===== src/rtl/spi_reg_pkg.sv =====
// Shared definitions for the SPI command/register controller of the MIDI router:
// register map, STATUS bit positions, command format and FSM encoding.
package spi_reg_pkg;

  localparam logic [6:0] ADDR_ID         = 7'h00;
  localparam logic [6:0] ADDR_CTRL       = 7'h01;
  localparam logic [6:0] ADDR_STATUS     = 7'h02;
  localparam logic [6:0] ADDR_ROUTE_BASE = 7'h10;

  localparam int STAT_ERR = 0;
  localparam int STAT_TMO = 1;
  localparam int STAT_OVR = 2;
  localparam int STAT_W   = 3;

  localparam int CMD_RD_BIT = 7;

  typedef enum logic [1:0] {
    ST_IDLE    = 2'd0,
    ST_WR_DATA = 2'd1,
    ST_RD_DATA = 2'd2
  } state_t;

  // True when the 7-bit address hits a register that exists for this port count.
  function automatic logic addr_valid(input logic [6:0] addr, input int n_ports);
    int route_off;
    route_off = int'(addr) - int'(ADDR_ROUTE_BASE);
    return (addr == ADDR_ID) || (addr == ADDR_CTRL) || (addr == ADDR_STATUS) ||
           ((route_off >= 0) && (route_off < n_ports));
  endfunction

endpackage


===== src/rtl/spi_reg_timeout.sv =====
// Inter-frame watchdog: counts clk cycles while enabled, saturates at TIMEOUT-1
// and flags the terminal count.
module spi_reg_timeout
  import spi_reg_pkg::*;
#(
  parameter int TIMEOUT = 65535
) (
  input  logic clk,
  input  logic rst_n,
  input  logic clr,
  input  logic en,
  output logic tc
);

  localparam int               CNT_W  = $clog2(TIMEOUT);
  localparam logic [CNT_W-1:0] TC_VAL = CNT_W'(TIMEOUT - 1);

  logic [CNT_W-1:0] cnt_q;

  always_ff @(posedge clk or negedge rst_n) begin
    if (!rst_n) begin
      cnt_q <= '0;
    end else if (clr) begin
      cnt_q <= '0;
    end else if (en && !tc) begin
      cnt_q <= cnt_q + 1'b1;
    end
  end

  assign tc = (cnt_q == TC_VAL);

endmodule


===== src/rtl/spi_reg_ctrl.sv =====
// Command/register controller behind the SPI slave byte engine: decodes
// command+data frames, holds CTRL/ROUTE configuration and a sticky STATUS with irq.
module spi_reg_ctrl
  import spi_reg_pkg::*;
#(
  parameter int         N_PORTS = 4,
  parameter int         TIMEOUT = 65535,
  parameter logic [7:0] DEV_ID  = 8'hA5
) (
  input  logic                 clk,
  input  logic                 rst_n,
  input  logic [7:0]           rx_byte,
  input  logic                 rx_rdy,
  output logic [7:0]           tx_byte,
  output logic                 tx_ld,
  output logic [7:0]           ctrl,
  output logic [8*N_PORTS-1:0] route,
  output logic                 irq
);

  state_t             state_q, state_nxt;
  logic [6:0]         rx_addr, wr_addr_q;
  logic [7:0]         ctrl_q, tx_byte_q, rd_data;
  logic [N_PORTS-1:0] route_q [N_PORTS];
  logic [STAT_W-1:0]  status_q, status_set, status_clr;
  logic               tx_ld_q, irq_q;
  logic               rd_ok, wr_ok;
  logic               cmd_rd, cmd_wr, commit, tmo_hit;
  logic               tmo_clr, tmo_en, tmo_tc;

  assign rx_addr = rx_byte[6:0];
  assign rd_ok   = addr_valid(rx_addr, N_PORTS);
  assign wr_ok   = addr_valid(wr_addr_q, N_PORTS);

  // Watchdog only runs while a transaction is half-done; every frame restarts it.
  assign tmo_clr = rx_rdy || (state_q == ST_IDLE);
  assign tmo_en  = (state_q != ST_IDLE);

  spi_reg_timeout #(
    .TIMEOUT(TIMEOUT)
  ) u_timeout (
    .clk  (clk),
    .rst_n(rst_n),
    .clr  (tmo_clr),
    .en   (tmo_en),
    .tc   (tmo_tc)
  );

  always_ff @(posedge clk or negedge rst_n) begin
    if (!rst_n) begin
      state_q <= ST_IDLE;
    end else begin
      state_q <= state_nxt;
    end
  end

  // A frame always takes priority over a timeout landing in the same cycle.
  always_comb begin
    state_nxt = state_q;
    cmd_rd    = 1'b0;
    cmd_wr    = 1'b0;
    commit    = 1'b0;
    tmo_hit   = 1'b0;
    unique case (state_q)
      ST_IDLE: begin
        if (rx_rdy) begin
          if (rx_byte[CMD_RD_BIT]) begin
            cmd_rd    = 1'b1;
            state_nxt = ST_RD_DATA;
          end else begin
            cmd_wr    = 1'b1;
            state_nxt = ST_WR_DATA;
          end
        end
      end
      ST_WR_DATA: begin
        if (rx_rdy) begin
          commit    = 1'b1;
          state_nxt = ST_IDLE;
        end else if (tmo_tc) begin
          tmo_hit   = 1'b1;
          state_nxt = ST_IDLE;
        end
      end
      ST_RD_DATA: begin
        if (rx_rdy) begin
          state_nxt = ST_IDLE;
        end else if (tmo_tc) begin
          tmo_hit   = 1'b1;
          state_nxt = ST_IDLE;
        end
      end
      default: state_nxt = ST_IDLE;
    endcase
  end

  always_comb begin
    rd_data = 8'h00;
    if (rx_addr == ADDR_ID) begin
      rd_data = DEV_ID;
    end else if (rx_addr == ADDR_CTRL) begin
      rd_data = ctrl_q;
    end else if (rx_addr == ADDR_STATUS) begin
      rd_data = 8'(status_q);
    end else begin
      for (int i = 0; i < N_PORTS; i++) begin
        if (rx_addr == ADDR_ROUTE_BASE + 7'(i)) rd_data = 8'(route_q[i]);
      end
    end
  end

  // Sets are OR-ed in after the write-1-to-clear mask so a same-cycle event is kept.
  always_comb begin
    status_set = '0;
    status_clr = '0;
    if ((cmd_rd && !rd_ok) || (commit && !wr_ok)) status_set[STAT_ERR] = 1'b1;
    if (tmo_hit)                                  status_set[STAT_TMO] = 1'b1;
    if (rx_rdy && tx_ld_q)                        status_set[STAT_OVR] = 1'b1;
    if (commit && (wr_addr_q == ADDR_STATUS))     status_clr = rx_byte[STAT_W-1:0];
  end

  always_ff @(posedge clk or negedge rst_n) begin
    if (!rst_n) begin
      wr_addr_q <= '0;
      ctrl_q    <= '0;
      tx_byte_q <= '0;
      tx_ld_q   <= 1'b0;
      status_q  <= '0;
      irq_q     <= 1'b0;
      for (int i = 0; i < N_PORTS; i++) route_q[i] <= '0;
    end else begin
      tx_ld_q  <= cmd_rd;
      status_q <= (status_q & ~status_clr) | status_set;
      irq_q    <= (|status_q) && ctrl_q[7];
      if (cmd_rd) tx_byte_q <= rd_data;
      if (cmd_wr) wr_addr_q <= rx_addr;
      if (commit && (wr_addr_q == ADDR_CTRL)) ctrl_q <= rx_byte;
      for (int i = 0; i < N_PORTS; i++) begin
        if (commit && (wr_addr_q == ADDR_ROUTE_BASE + 7'(i))) route_q[i] <= rx_byte[N_PORTS-1:0];
      end
    end
  end

  for (genvar g = 0; g < N_PORTS; g++) begin : g_route
    assign route[8*g +: 8] = 8'(route_q[g]);
  end

  assign tx_byte = tx_byte_q;
  assign tx_ld   = tx_ld_q;
  assign ctrl    = ctrl_q;
  assign irq     = irq_q;

endmodule


===== config.mk =====
export PLATFORM = sky130hd
export DESIGN_NAME = spi_reg_ctrl
export DESIGN_NICKNAME = d
export VERILOG_FILES = /design/src/rtl/spi_reg_pkg.sv /design/src/rtl/spi_reg_timeout.sv /design/src/rtl/spi_reg_ctrl.sv
export SDC_FILE = /design/constraint.sdc
export NUM_CORES = 1
export LEC_CHECK = 0
export ABC_CLOCK_PERIOD_IN_PS = 1930
export BUFFER_PORTS_ARGS = -buffer_cell sky130_fd_sc_hd__buf_4
export CELL_PAD_IN_SITES_DETAIL_PLACEMENT = 0
export CELL_PAD_IN_SITES_GLOBAL_PLACEMENT = 1
export CORE_ASPECT_RATIO = 0.75
export CORE_MARGIN = 2
export CORE_UTILIZATION = 39
export DETAILED_ROUTE_END_ITERATION = 10
export PLACE_DENSITY = 0.8
export SETUP_SLACK_MARGIN = 0.02
export SLEW_MARGIN = 20
export SYNTH_ARGS = -nofsm -noshare
export SYNTH_HDL_FRONTEND = slang
export SYNTH_SLANG_ARGS = --single-unit

===== constraint.sdc =====
create_clock -name clk -period 1.93 [get_ports clk]
set_clock_uncertainty 0.2 [all_clocks]
set_input_delay 0.386 -clock clk [delete_from_list [all_inputs] [get_ports clk]]
set_output_delay 0.386 -clock clk [all_outputs]
set_load 0.02 [all_outputs]

# == After elaboration in Yosys (flattened, before gate mapping) ==
# Index checks and enable logic that the tools add are counted.
# word_totals
out_inout_bits,50
elab_cells,100
in_bits,11
regBits,62
# classes
eq_ne,17
reduce_logical,32
n_mux,29
n_lt_le_gt_ge,4
bitwise,3
add_sub_neg,3
# op_table
operator,n
equality test 7 x 5 -> 1 bit (second input constant),8
two-way mux 8 bit,6
two-way mux 16 bit,2
adder 16 x 1 -> 16 bit (second input constant),1
equality test 16 bit (second input constant),1
greater-or-equal comparator 8 x 1 -> 1 bit (second input constant),2
less-than comparator 8 x 4 -> 1 bit (second input constant),2
subtractor 7 x 5 -> 8 bit (second input constant),2
equality test 7 x 1 -> 1 bit (second input constant),2
equality test 7 x 2 -> 1 bit (second input constant),2
zero test 7 bit,2
two-way mux 1 bit,14
logical AND 1 bit,13
logical OR 1 bit,8
two-way mux 2 bit,4
two-way mux 4 bit,1
case mux 2 bit (2 select lines),1
nonzero test 2 bit,2
AND 3 bit,1
zero test 1 bit,3
two-way mux 3 bit,1
!= test 3 x 1 -> 1 bit (second input constant),1
NOT 3 bit,1
bitwise OR 3 bit,1
7 further kinds,7

# == Logic depth before layout (Yosys ltp) ==
# logic_depth
word_depth,9
mapped_depth,7
mapped_depth_nobuf,7

# == Cells and area by module ==
# Synthesis repeated with hierarchy kept, for this count alone.
# hier_totals
cells_unflattened,284
hier_area_um2,3205.6
# modules_own_cells
module,instances,area_each_um2,seq_area_each_um2,cells_each
spi_reg_ctrl,1,2245.9,1151.1,191
spi_reg_timeout,1,959.7,400.4,93

# == Least setup slack after synthesis ==
# Ideal clock, no wire load.
# synth_path
kind,register to register
start,register wr_addr_q[3]
end,register ctrl_q[2] (netlist: ctrl[2])
arrival_time_ns,1.658
path_buffers,0
synth_period_minus_slack_ns,1.983
setup_slack_ns,-0.053
path_stages_with_launch,5
setup_ns,0.125
required_ns,1.605
path_cell_list,dfrtp_1 -> nor4_2 -> nand3_2 -> nor4b_4 -> mux2_2
# synth_between
elab_chain_len,2
# synth_rtl
item,line_no,source
start: declaration,spi_reg_ctrl.sv:22,"logic [6:0] rx_addr, wr_addr_q;"
start signal: assignment,spi_reg_ctrl.sv:136,if (cmd_wr) wr_addr_q <= rx_addr;
equality test 7 x 1 -> 1 bit,spi_reg_ctrl.sv:137,if (commit && (wr_addr_q == ADDR_CTRL)) ctrl_q <= rx_byte;
logical AND 1 bit,spi_reg_ctrl.sv:137,
end signal: assignment,spi_reg_ctrl.sv:137,
end: declaration,spi_reg_ctrl.sv:23,"logic [7:0] ctrl_q, tx_byte_q, rd_data;"
# Every way passes these cells.
# A chain may end at the register's enable or synchronous reset.

# == Final worst setup path ==
# layout_path
start,register wr_addr_q[3]
end,register route_q (netlist bit route[9])
# layout_between
elab_chain_len,2
# layout_rtl
item,line_no,source
equality test 7 x 5 -> 1 bit,spi_reg_ctrl.sv:139,if (commit && (wr_addr_q == ADDR_ROUTE_BASE + 7'(i))) route_q[i] <= rx_byte[N_PORTS-1:0];
logical AND 1 bit,spi_reg_ctrl.sv:139,
end signal: indexed assignment,spi_reg_ctrl.sv:139,
end: declaration,spi_reg_ctrl.sv:24,logic [N_PORTS-1:0] route_q [N_PORTS];
# Every way passes these cells.

==> run_results.csv <==
group,metric,value,unit
worst_hold_path,holdCritPathClass,"in -> reg",
worst_setup_path,rr_startpoint,"wr_addr_q[3]",
pwr,seqPwrFrac,43.1,%
worst_setup_path,path_buf_inv,1,
floorplanning,dieArea,8610,µm²
pwr,p_per_area,1050,nW/µm²
floorplanning,num_rows,27,
worst_hold_path,hp-start,"rx_byte[7]",
global_routing,grt_pass1_vias,2344,
clocking,htreeDepth,3,
layout,n_antenna_cell,0,
sta,setup-tns-final,-0.956,ns
global_routing,grt-ovfl-total,0,
clocking,numCtsBuffers,9,
floorplanning,io_pins,61,
floorplanning,start_util,40.9,%
pwr,p_switching,0.00136,W
clocking,cts.clk_slew.worst_paths,0.07,ns
layout,fillers,684,
worst_setup_path,slowest_stage,"dfrtp_1",
clocking,cts_tree,"built",
run_status,run_status,"complete, but fails checks",
synthesis,synth_top_area_cell,"dfrtp_1",
worst_setup_path,worstPathRequired,1.95,ns
worst_setup_path,critPathMaxStageDelay,0.41,ns
worst_setup_path,cp.arrival,2.05,ns
sta,period_minus_slack,2.03,ns
worst_setup_path,ff2ff_setup_slack,-0.10,ns
route,vias,2442,
synthesis,yosys-top-cells-count,"62 x dfrtp_1, 31 x mux2_2, 22 x nand2_1, 16 x buf_4, 14 x o21ai_0",
worst_setup_path,path_depth,5,
layout,syn2layout_area_growth,28.4,%
worst_hold_path,hold_end,"ctrl[7]",
route,drtIter0Drc,109,
synthesis,netlist.area_leader.share,50.5,%
place,hpwlAfterDp,5.48,mm
worst_setup_path,worstRegToRegCells,5,
sta,fin_ws,-0.105,ns
synthesis,ys_types,52,
clocking,cts_sinks,62,
pwr,pwr-share-clk,28.7,%
floorplanning,die_w,106,µm
synthesis,yosys_warnings,0,
run,cap_violations,0,
route,wl_per_cell,17.0,µm
sta,setup-violations-final,16,
pwr,ir_drop,639,µV
floorplanning,core_area,7500,µm²
run_status,violations,"negative setup slack",
synthesis,synth_flop_cell,"dfrtp_1",
floorplanning,die_h,80.8,µm
global_routing,grt_max_degree,37,
clocking,cts_buffer_depth,2,
route,wl,7.71,mm
synthesis,yosys.cell_count.top_type,"dfrtp_1",
route,drt_pass1_iterations,5,
synthesis,ys_top_cells_by_area,"dfrtp_1 51%, mux2_2 11%, buf_4 3.9%, nand2_1 2.7%, o21ai_0 2.3%",
worst_hold_path,whs_path_depth,2,
sta,max_freq,0.491,GHz
pwr,swShare,32.8,%
synthesis,syn_area_per_cell,11.1,µm²
worst_setup_path,path_class,"reg -> reg",
sta,hold_viol,0,
worst_setup_path,crit_chain,"nor4_4, buf_4, and4_4, nand3b_1, mux2_4",
pwr,cellInternalPower,0.00279,W
route,ant_nets,0,
pwr,p_leak,1.85,nW
pwr,combPwrFrac,28.2,%
place,gp_congestion,0.852,
synthesis,synth_area,3070,µm²
sta,grt_setup_unrepaired,"yes",
sta,slew_viol_final,0,
route,viasPerCell,5.38,
synthesis,synth_edf_count,0,
sta,fin_crit_sh,105,%
worst_setup_path,worst_setup_path_end_kind,"flop",
synthesis,synth_seq_cells,62,
layout,nNetsFinal,364,
synthesis,seq_area_frac_synth,50.5,%
worst_setup_path,timing.rr.end,"route[9]",
worst_setup_path,crit_path_start_kind,"flop",
layout,multiInputGateArea,1480,µm²
layout,register_area,1550,µm²
synthesis,netlist_instances,277,
layout,drive_above_1_share,38.2,%
layout,finalCoreUtilization,52.6,%
route,drc,0,
global_routing,grt_usage,19.1,%
synthesis,ys_async_sr_fraction,100,%
place,portBuffers,44,
global_routing,grt_pass1_wl,12.7,mm
clocking,cts_root_buf,"clkbuf_8",
worst_setup_path,crit_fanout,4,
clocking,clock_latency,0.33,ns
worst_setup_path,cpLargestDelayFamily,"simple AND/OR/NAND/NOR gates",
global_routing,antenna_found_initial,0,
==> area by class of cell <==
cell class | count | area share [%]
Clock buffer | 12 | 4.19
Clock inverter | 3 | 1.08
Inverter | 7 | 0.666
Multi-Input combinational cell | 198 | 37.5
Sequential cell | 62 | 39.4
Tap cell | 101 | 3.20
Timing Repair Buffer | 71 | 14.0
==> logic make-up after synthesis <==
family	synth area share, %
adders and majority gates	1.63
DFF	50.5
buffers and inverters	5.91
and+or+nand+nor	16.3
other	0.122
xor gates and xnor gates	0.285
muxes	13.7
AOI/OAI and AO/OA	11.5
==> power groups by stage <==
| stage | combinational (W) | clock [W] | sequential [W] |
|---|---|---|---|
| 6_report | 0.00117 | 0.00119 | 0.00179 |
| 5_1_grt | 0.00128 | 0.00128 | 0.00182 |
| 4_1_cts | 0.00116 | 0.00121 | 0.00178 |
| 3_5_place_dp | 0.00113 | 0 | 0.00179 |
| 3_3_place_gp | 0.00111 | 0 | 0.00178 |
| 2_1_floorplan | 0.000561 | 0 | 0.00188 |
==> through the flow <==
| step | std cells | cell area, µm² | setup WS (ns) | hold WS [ns] | power, W |
|---|---|---|---|---|---|
| 2_1_floorplan | 292 | 3140 | -0.0159 | -0.110 | 0.00244 |
| 3_3_place_gp | 433 | 3610 | -0.0706 | 0.189 | 0.00289 |
| 4_1_cts | 450 | 3880 | -0.0943 | 0.0984 | 0.00416 |
| 5_1_grt | 454 | 3940 | -0.177 | 0.0944 | 0.00438 |
| 3_5_place_dp | 433 | 3610 | -0.122 | 0.192 | 0.00292 |
| 6_report | 454 | 3940 | -0.105 | 0.113 | 0.00416 |
==> state kept, by name (all words and copies together) (netlist names) <==
signal	count
route	16
u_timeout.cnt_q	16
wr_addr_q	7
irq	1
tx_ld	1
state_q	2
status_q	3
ctrl	8
tx_byte	8
==> timing repair <==
item / 4_1_cts / 5_1_grt
resized for setup: 13 / 10
hold buffers: 1 / 0
setup buffers: 1 / 4
hold endpoints to repair: 34 / 0
setup endpoints to repair: 22 / 41
pin swaps: 1 / 4
==> layer usage <==
metal,vias up,wire length (µm),track usage (%)
met5,-,0,0
met4,0,40,4.03
met3,4,472,6.18
met2,78,3390,26.7
met1,1226,3810,28.9
li1,1134,-,-
==> worst max-delay path by stage <==
stage / start / end / slack (ns)
final: wr_addr_q[3] / route[9] / -0.10
after global routing: wr_addr_q[3] / route[9] / -0.18
after CTS: wr_addr_q[3] / route[11] / -0.09
after detailed placement: wr_addr_q[3] / route[26] / -0.12
after global placement: wr_addr_q[3] / route[26] / -0.07
after floorplan: wr_addr_q[3] / ctrl[2] / -0.02
==> layout by cell type (no fill, tap or decap), drive strengths merged, types with 3 or more instances in the layout <==
master / count
a21oi: 9
a22o: 4
a31oi: 6
and2: 3
and3: 3
and4: 4
buf: 70
clkbuf: 12
conb: 16
dfrtp: 62
ha: 4
inv: 7
mux2: 31
mux2i: 5
nand2: 22
nand3: 14
nand3b: 3
nand4: 4
nor2: 12
nor2b: 4
nor4: 3
o211ai: 4
o21ai: 14
o31ai: 5
or3: 5
Note: power is estimated with default switching activity, not from simulation.
